File: src/rtl/nonrestoring_div_32.sv
// Sequential signed divider: radix-2 non-restoring iteration on operand
// magnitudes, one quotient bit per clock, followed by a sign-fix cycle.
// Result packing: z = {remainder, quotient}; remainder takes the dividend's sign.
module nonrestoring_div_32 #(
    parameter int WIDTH = 32
) (
    input  logic                 clock,
    input  logic                 clear_n,
    input  logic                 start,
    input  logic [WIDTH-1:0]     a,
    input  logic [WIDTH-1:0]     b,
    output logic [2*WIDTH-1:0]   z,
    output logic                 busy,
    output logic                 done,
    output logic                 div_by_zero
);

    localparam int CNT_W = $clog2(WIDTH);

    typedef enum logic [1:0] {IDLE, CALC, FIX, DONE} state_t;

    state_t                  state;
    state_t                  state_nxt;

    logic signed [WIDTH:0]   p;        // partial remainder, one guard bit for the sign
    logic [WIDTH-1:0]        q;        // dividend magnitude shifting out, quotient shifting in
    logic [WIDTH-1:0]        mag_b;
    logic                    sign_q;
    logic                    sign_r;
    logic [CNT_W-1:0]        count;

    logic signed [WIDTH:0]   b_ext;
    logic signed [WIDTH:0]   p_shift;
    logic signed [WIDTH:0]   p_step;
    logic signed [WIDTH:0]   p_fix;
    logic [WIDTH-1:0]        q_step;

    // Two's-complement magnitude; the most negative value maps onto itself,
    // which is exact when read back as unsigned.
    function automatic logic [WIDTH-1:0] magnitude(input logic [WIDTH-1:0] v);
        return v[WIDTH-1] ? -v : v;
    endfunction

    // Conditional negation modulo 2^WIDTH, used for the final sign fix.
    function automatic logic [WIDTH-1:0] cond_negate(input logic [WIDTH-1:0] v,
                                                     input logic            neg);
        return neg ? -v : v;
    endfunction

    assign busy = (state == CALC) || (state == FIX);
    assign done = (state == DONE);

    // One non-restoring step plus the final remainder correction.
    always_comb begin
        b_ext   = $signed({1'b0, mag_b});
        p_shift = {p[WIDTH-1:0], q[WIDTH-1]};
        p_step  = p[WIDTH] ? (p_shift + b_ext) : (p_shift - b_ext);
        q_step  = {q[WIDTH-2:0], ~p_step[WIDTH]};
        p_fix   = p[WIDTH] ? (p + b_ext) : p;
    end

    // State register.
    always_ff @(posedge clock or negedge clear_n) begin
        if (!clear_n) begin
            state <= IDLE;
        end else begin
            state <= state_nxt;
        end
    end

    // Next-state logic: divide-by-zero skips straight to DONE.
    always_comb begin
        state_nxt = state;
        case (state)
            IDLE: begin
                if (start) begin
                    state_nxt = (b == '0) ? DONE : CALC;
                end
            end
            CALC: begin
                if (count == CNT_W'(WIDTH - 1)) begin
                    state_nxt = FIX;
                end
            end
            FIX:     state_nxt = DONE;
            DONE:    state_nxt = IDLE;
            default: state_nxt = IDLE;
        endcase
    end

    // Datapath: operand capture, iteration, and result load on entry to DONE.
    always_ff @(posedge clock or negedge clear_n) begin
        if (!clear_n) begin
            p           <= '0;
            q           <= '0;
            mag_b       <= '0;
            sign_q      <= 1'b0;
            sign_r      <= 1'b0;
            count       <= '0;
            z           <= '0;
            div_by_zero <= 1'b0;
        end else begin
            case (state)
                IDLE: begin
                    if (start) begin
                        q      <= magnitude(a);
                        mag_b  <= magnitude(b);
                        sign_q <= a[WIDTH-1] ^ b[WIDTH-1];
                        sign_r <= a[WIDTH-1];
                        p      <= '0;
                        count  <= '0;
                        if (b == '0) begin
                            z           <= {a, {WIDTH{1'b1}}};
                            div_by_zero <= 1'b1;
                        end else begin
                            div_by_zero <= 1'b0;
                        end
                    end
                end
                CALC: begin
                    p     <= p_step;
                    q     <= q_step;
                    count <= count + CNT_W'(1);
                end
                FIX: begin
                    p <= p_fix;
                    z <= {cond_negate(p_fix[WIDTH-1:0], sign_r), cond_negate(q, sign_q)};
                end
                default: begin
                end
            endcase
        end
    end

endmodule

File: config.mk
export PLATFORM = sky130hd
export DESIGN_NAME = nonrestoring_div_32
export DESIGN_NICKNAME = d
export VERILOG_FILES = /design/src/rtl/nonrestoring_div_32.sv
export SDC_FILE = /design/constraint.sdc
export NUM_CORES = 1
export LEC_CHECK = 0
export ABC_AREA = 1
export CAP_MARGIN = 20
export CORE_ASPECT_RATIO = 1.4
export CORE_UTILIZATION = 66
export CTS_BUF_LIST = sky130_fd_sc_hd__clkbuf_8
export CTS_CLUSTER_DIAMETER = 50
export DETAILED_ROUTE_END_ITERATION = 10
export PLACE_DENSITY_LB_ADDON = 0.08
export SKIP_CTS_REPAIR_TIMING = 1
export SYNTH_ARGS = -nofsm -noshare
export SYNTH_HDL_FRONTEND = slang
export SYNTH_SLANG_ARGS = --single-unit
File: constraint.sdc
create_clock -name clock -period 9.2 [get_ports clock]
set_input_delay 0.92 -clock clock [delete_from_list [all_inputs] [get_ports clock]]
set_output_delay 0.92 -clock clock [all_outputs]
set_load 0.02 [all_outputs]
**Word level (Yosys, flattened, before mapping)**

Cells that the tools add are included.

- Equal/unequal tests: 7
- Divide/modulo/power cells: 0
- Reductions and logical operators: 11
- Shifts and indexed selects: 0
- Multipliers: 0
- Add/sub/neg operators: 8
- Order comparisons: 0
- Bitwise gates (word level): 2
- Multiplexer cells: 20

Operators by type and width:

| cell | number |
|---|---|
| 32-bit two-way mux | 5 |
| 64-bit two-way mux | 2 |
| 32-bit negation | 4 |
| 64-bit one-hot mux with 2 select lines | 1 |
| 33-bit two-way mux | 3 |
| 33-bit one-hot mux with 3 select lines | 1 |
| 33-bit adder | 2 |
| 32-bit one-hot mux with 2 select lines | 1 |
| 33-bit subtractor | 1 |
| 32-bit logical NOT | 1 |
| 5-bit one-hot mux with 2 select lines | 1 |
| 2-bit one-hot mux with 4 select lines | 1 |
| 2-bit AND reduction | 4 |
| 2-bit two-way mux | 3 |
| 5-bit by 1-bit adder with 5-bit output, second input constant | 1 |
| 5-bit == test, second input constant | 1 |
| 5-bit two-way mux | 1 |
| 2-bit == test, second input constant | 2 |
| 2-bit != test, second input constant | 2 |
| 2-bit nonzero test | 2 |
| 3-bit AND reduction | 1 |
| 3-bit nonzero test | 1 |
| 2-bit by 1-bit == test with 1-bit output, second input constant | 1 |
| 2-bit logical NOT | 1 |
| 5 further kinds | 5 |

- Bits of input ports: 67
- Memory bits (writable): 0
- Output and inout bits: 67
- Flip-flop bits (word level): 171
- Memories: 0
- Latch bits: 0
- ROM bits: 0
- Word-level logic and storage cells: 57

**Depth between registers and ports, before layout**

Gate-level depths: netlist of the first run.

- Depth after elaboration: 5
- Mapped depth: 25
- Depth with buffers taken out: 25

**Worst setup path after synthesis of the first run**

No wires, ideal clock.

- Path type: register -> register
- From: reg mag_b[2]
- To: reg p[30]
- Cell stages (with the launch flop): 22
- Slack: 5.685 ns
- Buffers on the path: 0
- Arrival time: 3.392 ns
- Data required time: 9.077 ns
- Clock period less this slack: 3.515 ns
- Path through: dfrtp_1 -> nor3_1 -> nand2_1 -> nor3_2 -> nand3_1 -> nor4_2 -> nand2_1 -> nor3_1 -> nand2_1 -> nand2_1 -> xor2_1 -> ha_1 -> nand2_1 -> nor4_1 -> nand3_1 -> nand3_1 -> a21oi_1 -> o21bai_1 -> a21oi_1 -> o21a_1 -> o21ai_0 -> nand2_1

- Word-level cells in the longest chain between the ends: 3

Ends and longest elaborated chain:

| what | line | RTL |
|---|---|---|
| start, declared | 27 | `logic [WIDTH-1:0] mag_b;` |
| start signal, assigned | 107 | `mag_b <= magnitude(b);` |
| 33-bit adder (tied with other cells) | 59 | `p_fix = p[WIDTH] ? (p + b_ext) : p;` |
| 33-bit two-way mux (on tied branches) | 59, 57 |  |
| 33-bit one-hot mux with 3 select lines (*) | 103 | `case (state)` |
| end signal, assigned | 121 | `p <= p_step;` |
| end signal, assigned | 126 | `p <= p_fix;` |
| end, declared | 25 | `logic signed [WIDTH:0] p;` |

Mark *: on every way between the ends. The rest lies on a longest branch, timed or not.
A chain may end at the register's enable or synchronous reset.

**Worst setup path in the final report of the first run**

Same ends and word-level chain as after synthesis.

==> results of run 1 <==
-- placed cells by master (no fill, tap or decap), types with 25 or more instances in the layout --
| cell | n |
|---|---|
| o21ai_0 | 211 |
| nor2_1 | 251 |
| xnor2_1 | 35 |
| nor3_1 | 37 |
| inv_1 | 284 |
| ha_1 | 75 |
| a21oi_1 | 153 |
| xor2_1 | 55 |
| a31oi_1 | 25 |
| nand2_1 | 658 |
| clkdlybuf4s50_1 | 132 |
| nand3_1 | 147 |
| dfrtp_1 | 171 |
-- registers in the layout (all words and copies together), names as in the netlist --
name and count:
div_by_zero 1, q 32, z 64, count 5, p 33, state 2, mag_b 32, sign_r 1
sign_q 1
-- worst register-to-register path, stage by stage, from the launching register on --
cell and delay [ns]:
dfrtp_1 0.45, nor3_1 0.26, nand2_1 0.12, nor3_2 0.22, nand3_1 0.23, nor4_2 0.41, nand2_1 0.13, nor3_1 0.18
nand2_1 0.09, nand2_1 0.08, xor2_1 0.08, ha_1 0.36, nand2_1 0.13, nor4_1 0.58, nand3_1 0.15, nand3_1 0.14
a21oi_1 0.12, o21bai_1 0.18, a21oi_1 0.09, o21a_1 0.14, o21ai_0 0.17, nand2_1 0.07
-- area by class of cell --
type / instances / area (um^2) / area share
clock inverter: 13 / 169 / 0.00975
timing repair buffer: 149 / 1450 / 0.0838
sequential: 171 / 4280 / 0.247
clock buffer: 17 / 234 / 0.0135
tap: 301 / 377 / 0.0217
multi-input combinational: 1862 / 9710 / 0.560
inverter: 295 / 1110 / 0.0640
-- where the power goes --
part | total (mW) | internal, mW | switching (mW)
Combinational | 4.40 | 1.50 | 2.90
Clock | 0.585 | 0.269 | 0.316
Sequential | 1.46 | 1.07 | 0.389
-- metal layers --
layer  vias to the layer above  track usage
met5                         -            0
met4                         2        0.348
met3                       255       0.0716
met2                      1028        0.760
met1                      7830        0.479
li1                       8104            -
-- worst max path at each step --
stage | startpoint | depth (start not counted) | slack [ns] | to
global route | mag_b[1] | 21 | 4.32 | p[30]
finish | mag_b[2] | 21 | 4.70 | p[30]
detailed placement | b[31] | 12 | 4.40 | z[18]
CTS | mag_b[2] | 21 | 4.82 | p[30]
global placement | b[31] | 11 | 4.64 | z[5]
floorplan | mag_b[2] | 21 | 5.68 | p[30]
-- logic make-up after synthesis --
group	after synthesis
adders and majority gates	78
xor gates and xnor gates	90
and+or+nand+nor	1187
buffers and inverters	374
AOI/OAI and AO/OA	507
DFF	171
-- through the flow --
step	instance area, um^2	setup WS [ns]	hold WS (ns)	utilization	cells
after floorplan	15400	5.68	0.448	-	2407
after global placement	16900	4.64	0.462	0.746	2778
after detailed placement	16900	4.40	0.477	0.746	2778
after CTS	17300	4.82	0.407	0.764	2808
after global routing	17300	4.32	0.432	0.764	2808
final	17300	4.70	0.398	0.764	2808
==> impl_metrics.tcl, run 1 <==
set metrics [dict create \
    top_layer_used "met5" \
    synthMostInstantiatedCell "nand2_1" \
    vias 17200 \
    grt_max_degree 69 \
    synth-edff-count 0 \
    drive_above_1_share 0.0475 \
    overflow 0 \
    routedWlPerCell_um 18.4 \
    ys_seq_elements 171 \
    ys_top_cells_by_count "nand2_1 (660), inv_1 (284), nor2_1 (252), o21ai_0 (212), dfrtp_1 (171)" \
    worstReg2RegEnd "p[30]" \
    synth_fp_nets 2552 \
    routed-wl-met3_mm 4.49 \
    synth_top_family_by_area "simple AND/OR/NAND/NOR gates" \
    antenna_found_initial 1 \
    dr.pass1.iters 8 \
    cts_sinks 171 \
    die-area_um2 24000 \
    drt_iter0_drc 1401 \
    fillers 1802 \
    avgViaCountPerCell 6.13 \
    place_congestion 0.965 \
    synth-adder-area-share 0.0643 \
    clockBufferDepth 2 \
    syn_inst 2407 \
    rows 65 \
    port_buffers 133 \
    synthSimpleGateAreaFrac 0.327 \
    maxCapViolCount 0 \
    fin_crit_sh 0.490 \
    worst_pin_slew_ns 1.04 \
    relSlewSlack 0.301 \
    rrSetupSlack_ns 4.70 \
    globalRouteTotalUtil 0.439 \
    yosysWarningCount 0 \
    p_leak_nw 8.46 \
    status "finished, final reports clean" \
    skew_ns 0.0151 \
    power_density_nw_per_um2 372 \
    syn_area_per_cell_um2 6.40 \
    ant_nets 0 \
    route.met2.wl_mm 25.0 \
    clkTransAtPathRegs_ns 0.10 \
    finalSetupViolCount 0 \
    hold_viol_final 0 \
    synth-compound-area-share 0.187 \
    critPathMostFrequentCell "nand2_1" \
    synth_xor_area_frac 0.0512 \
    synth_ff_type "dfrtp_1" \
    required_ns 9.57 \
    end_kind "register" \
    drc 0 \
    tns_ns 0 \
    die_w_um 131 \
    initial_utilization 0.679 \
    area_delta_synth_final_pct 12.5 \
    power_mw 6.44 \
    nets 2641 \
    numCtsBuffers 17 \
    crit_path_top_delay_cell "nor4_1" \
    ys_types 56 \
    rsz0062_at_grt "no" \
    ys_async_sr_fraction 1.00 \
    dp_hpwl_mm 39.4 \
    yosysTopAreaCell "dfrtp_1" \
    htree_levels 4 \
    path_buf_inv 0 \
    reg2reg_depth 21 \
    cts_tree "yes" \
    worstPathMaxFanout 5 \
    routed_wl_mm 51.7 \
    fin_crit_ns 4.50 \
    syn_area_um2 15400 \
    synth_mux_area_frac 0 \
    clock-root-buffer "clkbuf_8" \
    coreArea_um2 22700 \
    netlist_top_cells_area "dfrtp_1 (28%), nand2_1 (16%), inv_1 (6.9%)" \
    io_pins 134 \
    crit_type "register to register" \
    seq_area_frac_synth 0.278 \
    wl_met1_mm 18.2 \
    critPathLaunchType "register" \
    cp_cell_sequence "nor3_1, nand2_1, nor3_2, nand3_1, nor4_2, nand2_1, nor3_1, nand2_1, nand2_1, xor2_1, ha_1, nand2_1, nor4_1, nand3_1, nand3_1, a21oi_1, o21bai_1, a21oi_1, o21a_1, o21ai_0, nand2_1" \
    diodes 0 \
    hold_class "primary input to asynchronous set/reset pin" \
    critPathArrivalTime_ns 4.88 \
    path_delay_family "simple AND/OR/NAND/NOR gates" \
    reg2reg_from "mag_b[2]" \
    grt_first_pass_wirelength_mm 82.5 \
    grt_pass1_vias 16800 \
    clk_latency_ns 0.50 \
    worst_ir_drop_vdd_mv 0.235 \
    yosys.area.top_type_share 0.278 \
    slew_violations 0 \
    fmax_mhz 222 \
    slowest_delay_ns 0.58 \
    die_h_um 183 \
]
No activity file was read; power rests on OpenSTA's default activity.
==> inputs of run 2 (changes only) <==
Settings changed: CORE_UTILIZATION 66 to 61.
Clock period 9.2 ns to 4.5 ns, I/O delays scaled along.
==> impl_metrics.tcl, run 2 (synthesized netlist as in run 1, its figures left out) <==
set metrics [dict create \
    status "finished, final reports clean" \
    ant_nets 0 \
    drive_above_1_share 0.0543 \
    cts_sinks 171 \
    cts_tree "yes" \
    critPathArrivalTime_ns 4.58 \
    avgViaCountPerCell 5.96 \
    die-area_um2 25900 \
    clk_latency_ns 0.50 \
    clkTransAtPathRegs_ns 0.10 \
    die_h_um 190 \
    mostFrequentLayoutCell "nand2_1" \
    slew_violations 0 \
    routed_wl_mm 51.1 \
    fillers 2167 \
    rows 68 \
    power_mw 13.1 \
    initial_utilization 0.622 \
    regMostFlops "z" \
    clock-root-buffer "clkbuf_8" \
    drc 0 \
    grt_pass1_vias 16200 \
    tns_ns 0 \
    critPathLaunchType "register" \
    globalRouteTotalUtil 0.405 \
    nets 2654 \
    vias 16900 \
    maxCapViolCount 0 \
    diodes 0 \
    fmax_mhz 238 \
    fin_crit_ns 4.20 \
    io_pins 134 \
    finalSetupViolCount 0 \
    dp_hpwl_mm 39.7 \
    worstPathMaxFanout 5 \
    numCtsBuffers 17 \
    place_congestion 0.953 \
    area_delta_synth_final_pct 13.3 \
    htree_levels 4 \
    finalNonFillerCells 2836 \
    worst_ir_drop_vdd_mv 0.484 \
    final_cell_mix "nand2_1 (658), inv_1 (283), nor2_1 (251), o21ai_0 (211), dfrtp_1 (171)" \
    fin_crit_sh 0.933 \
    final-seq-area_um2 4280 \
    fin_ws_ns 0.302 \
    largestRegisters "z x64, p x33" \
    grt_max_degree 95 \
    required_ns 4.88 \
    p_leak_nw 8.52 \
    clockBufferDepth 2 \
    dr.pass1.iters 8 \
    hold_viol_final 0 \
    skew_ns 0.0185 \
    drt_iter0_drc 1422 \
    overflow 0 \
    crit_type "register to register" \
    dpl-instance-area_um2 17000 \
    relSlewSlack 0.385 \
    routedWlPerCell_um 18.0 \
    port_buffers 133 \
    die_w_um 136 \
    multi_input_area_um2 9740 \
    power_density_nw_per_um2 748 \
    placed_cells 2803 \
    coreArea_um2 24800 \
    antenna_found_initial 0 \
    end_kind "register" \
    rsz0062_at_grt "no" \
    hold_class "primary input to asynchronous set/reset pin" \
    grt_first_pass_wirelength_mm 81.0 \
    worst_pin_slew_ns 0.923 \
    largest_reg_flops 64 \
    fin_area_um2 17500 \
    pre_cts_ws_ns 0.185 \
]
==> run 2: cell count changes in the layout (fill, tap and decap cells not counted), sizes merged <==
cell | previous run | this run
buf | 17 | 30
bufinv | 3 | 1
clkbuf | 17 | 18
clkinv | 4 | 3
clkinvlp | 2 | 3
inv | 299 | 301
==> run 2: cell type report <==
type | count | share of cell area
Sequential cell | 171 | 0.245
Multi-Input combinational cell | 1862 | 0.558
Timing Repair Buffer | 162 | 0.0895
Clock buffer | 18 | 0.0142
Clock inverter | 13 | 0.00752
Tap cell | 315 | 0.0226
Inverter | 295 | 0.0636
==> run 2: report_power, final <==
| part | switching, mW | internal (mW) |
|---|---|---|
| sequential | 0.734 | 2.19 |
| clock | 0.668 | 0.465 |
| combinational | 5.90 | 3.11 |
| total | 7.30 | 5.77 |
==> run 2: final timing paths <==
kind	startpoint	endpoint	slack, ns	cells past startpoint
worst max-delay path	mag_b[2]	p[30]	0.30	21
worst min-delay path	clear_n	z[25]	0.04	1
worst max register to register	mag_b[2]	p[30]	0.30	21
worst min register to register	z[63]	z[63]	0.49	2
max in group asynchronous	clear_n	p[27]	3.34	2
min in group clock	z[63]	z[63]	0.49	2
==> run 2: layer usage <==
metal  up-vias  global-route usage  routed length [um]
met3       172              0.0496                3450
met4         0               0.232                2890
met1      7803               0.456               19000
li1       8124                   -                   -
met5         -                   0                   0
met2       800               0.727               25700
==> run 2: stage by stage <==
step | hold WS, ns | utilization
6_report | 0.0432 | 0.705
5_1_grt | 0.110 | 0.705
4_1_cts | 0.0843 | 0.704
3_5_place_dp | 0.467 | 0.688
3_3_place_gp | 0.461 | 0.688
2_1_floorplan | 0.154 | -
==> run 2: critical path, stage by stage (launching register included) <==
cell	delay, ns
dfrtp_1	0.45
nor3_1	0.26
nand2_1	0.12
nor3_2	0.25
nand3_2	0.20
nor4_4	0.33
nand2_1	0.14
nor3_1	0.17
nand2_1	0.10
nand2_1	0.08
xor2_1	0.07
ha_1	0.35
nand2_1	0.13
nor4_2	0.44
nand3_1	0.12
nand3_1	0.12
a21oi_1	0.11
o21bai_1	0.20
a21oi_1	0.09
o21a_1	0.14
o21ai_0	0.14
nand2_1	0.06
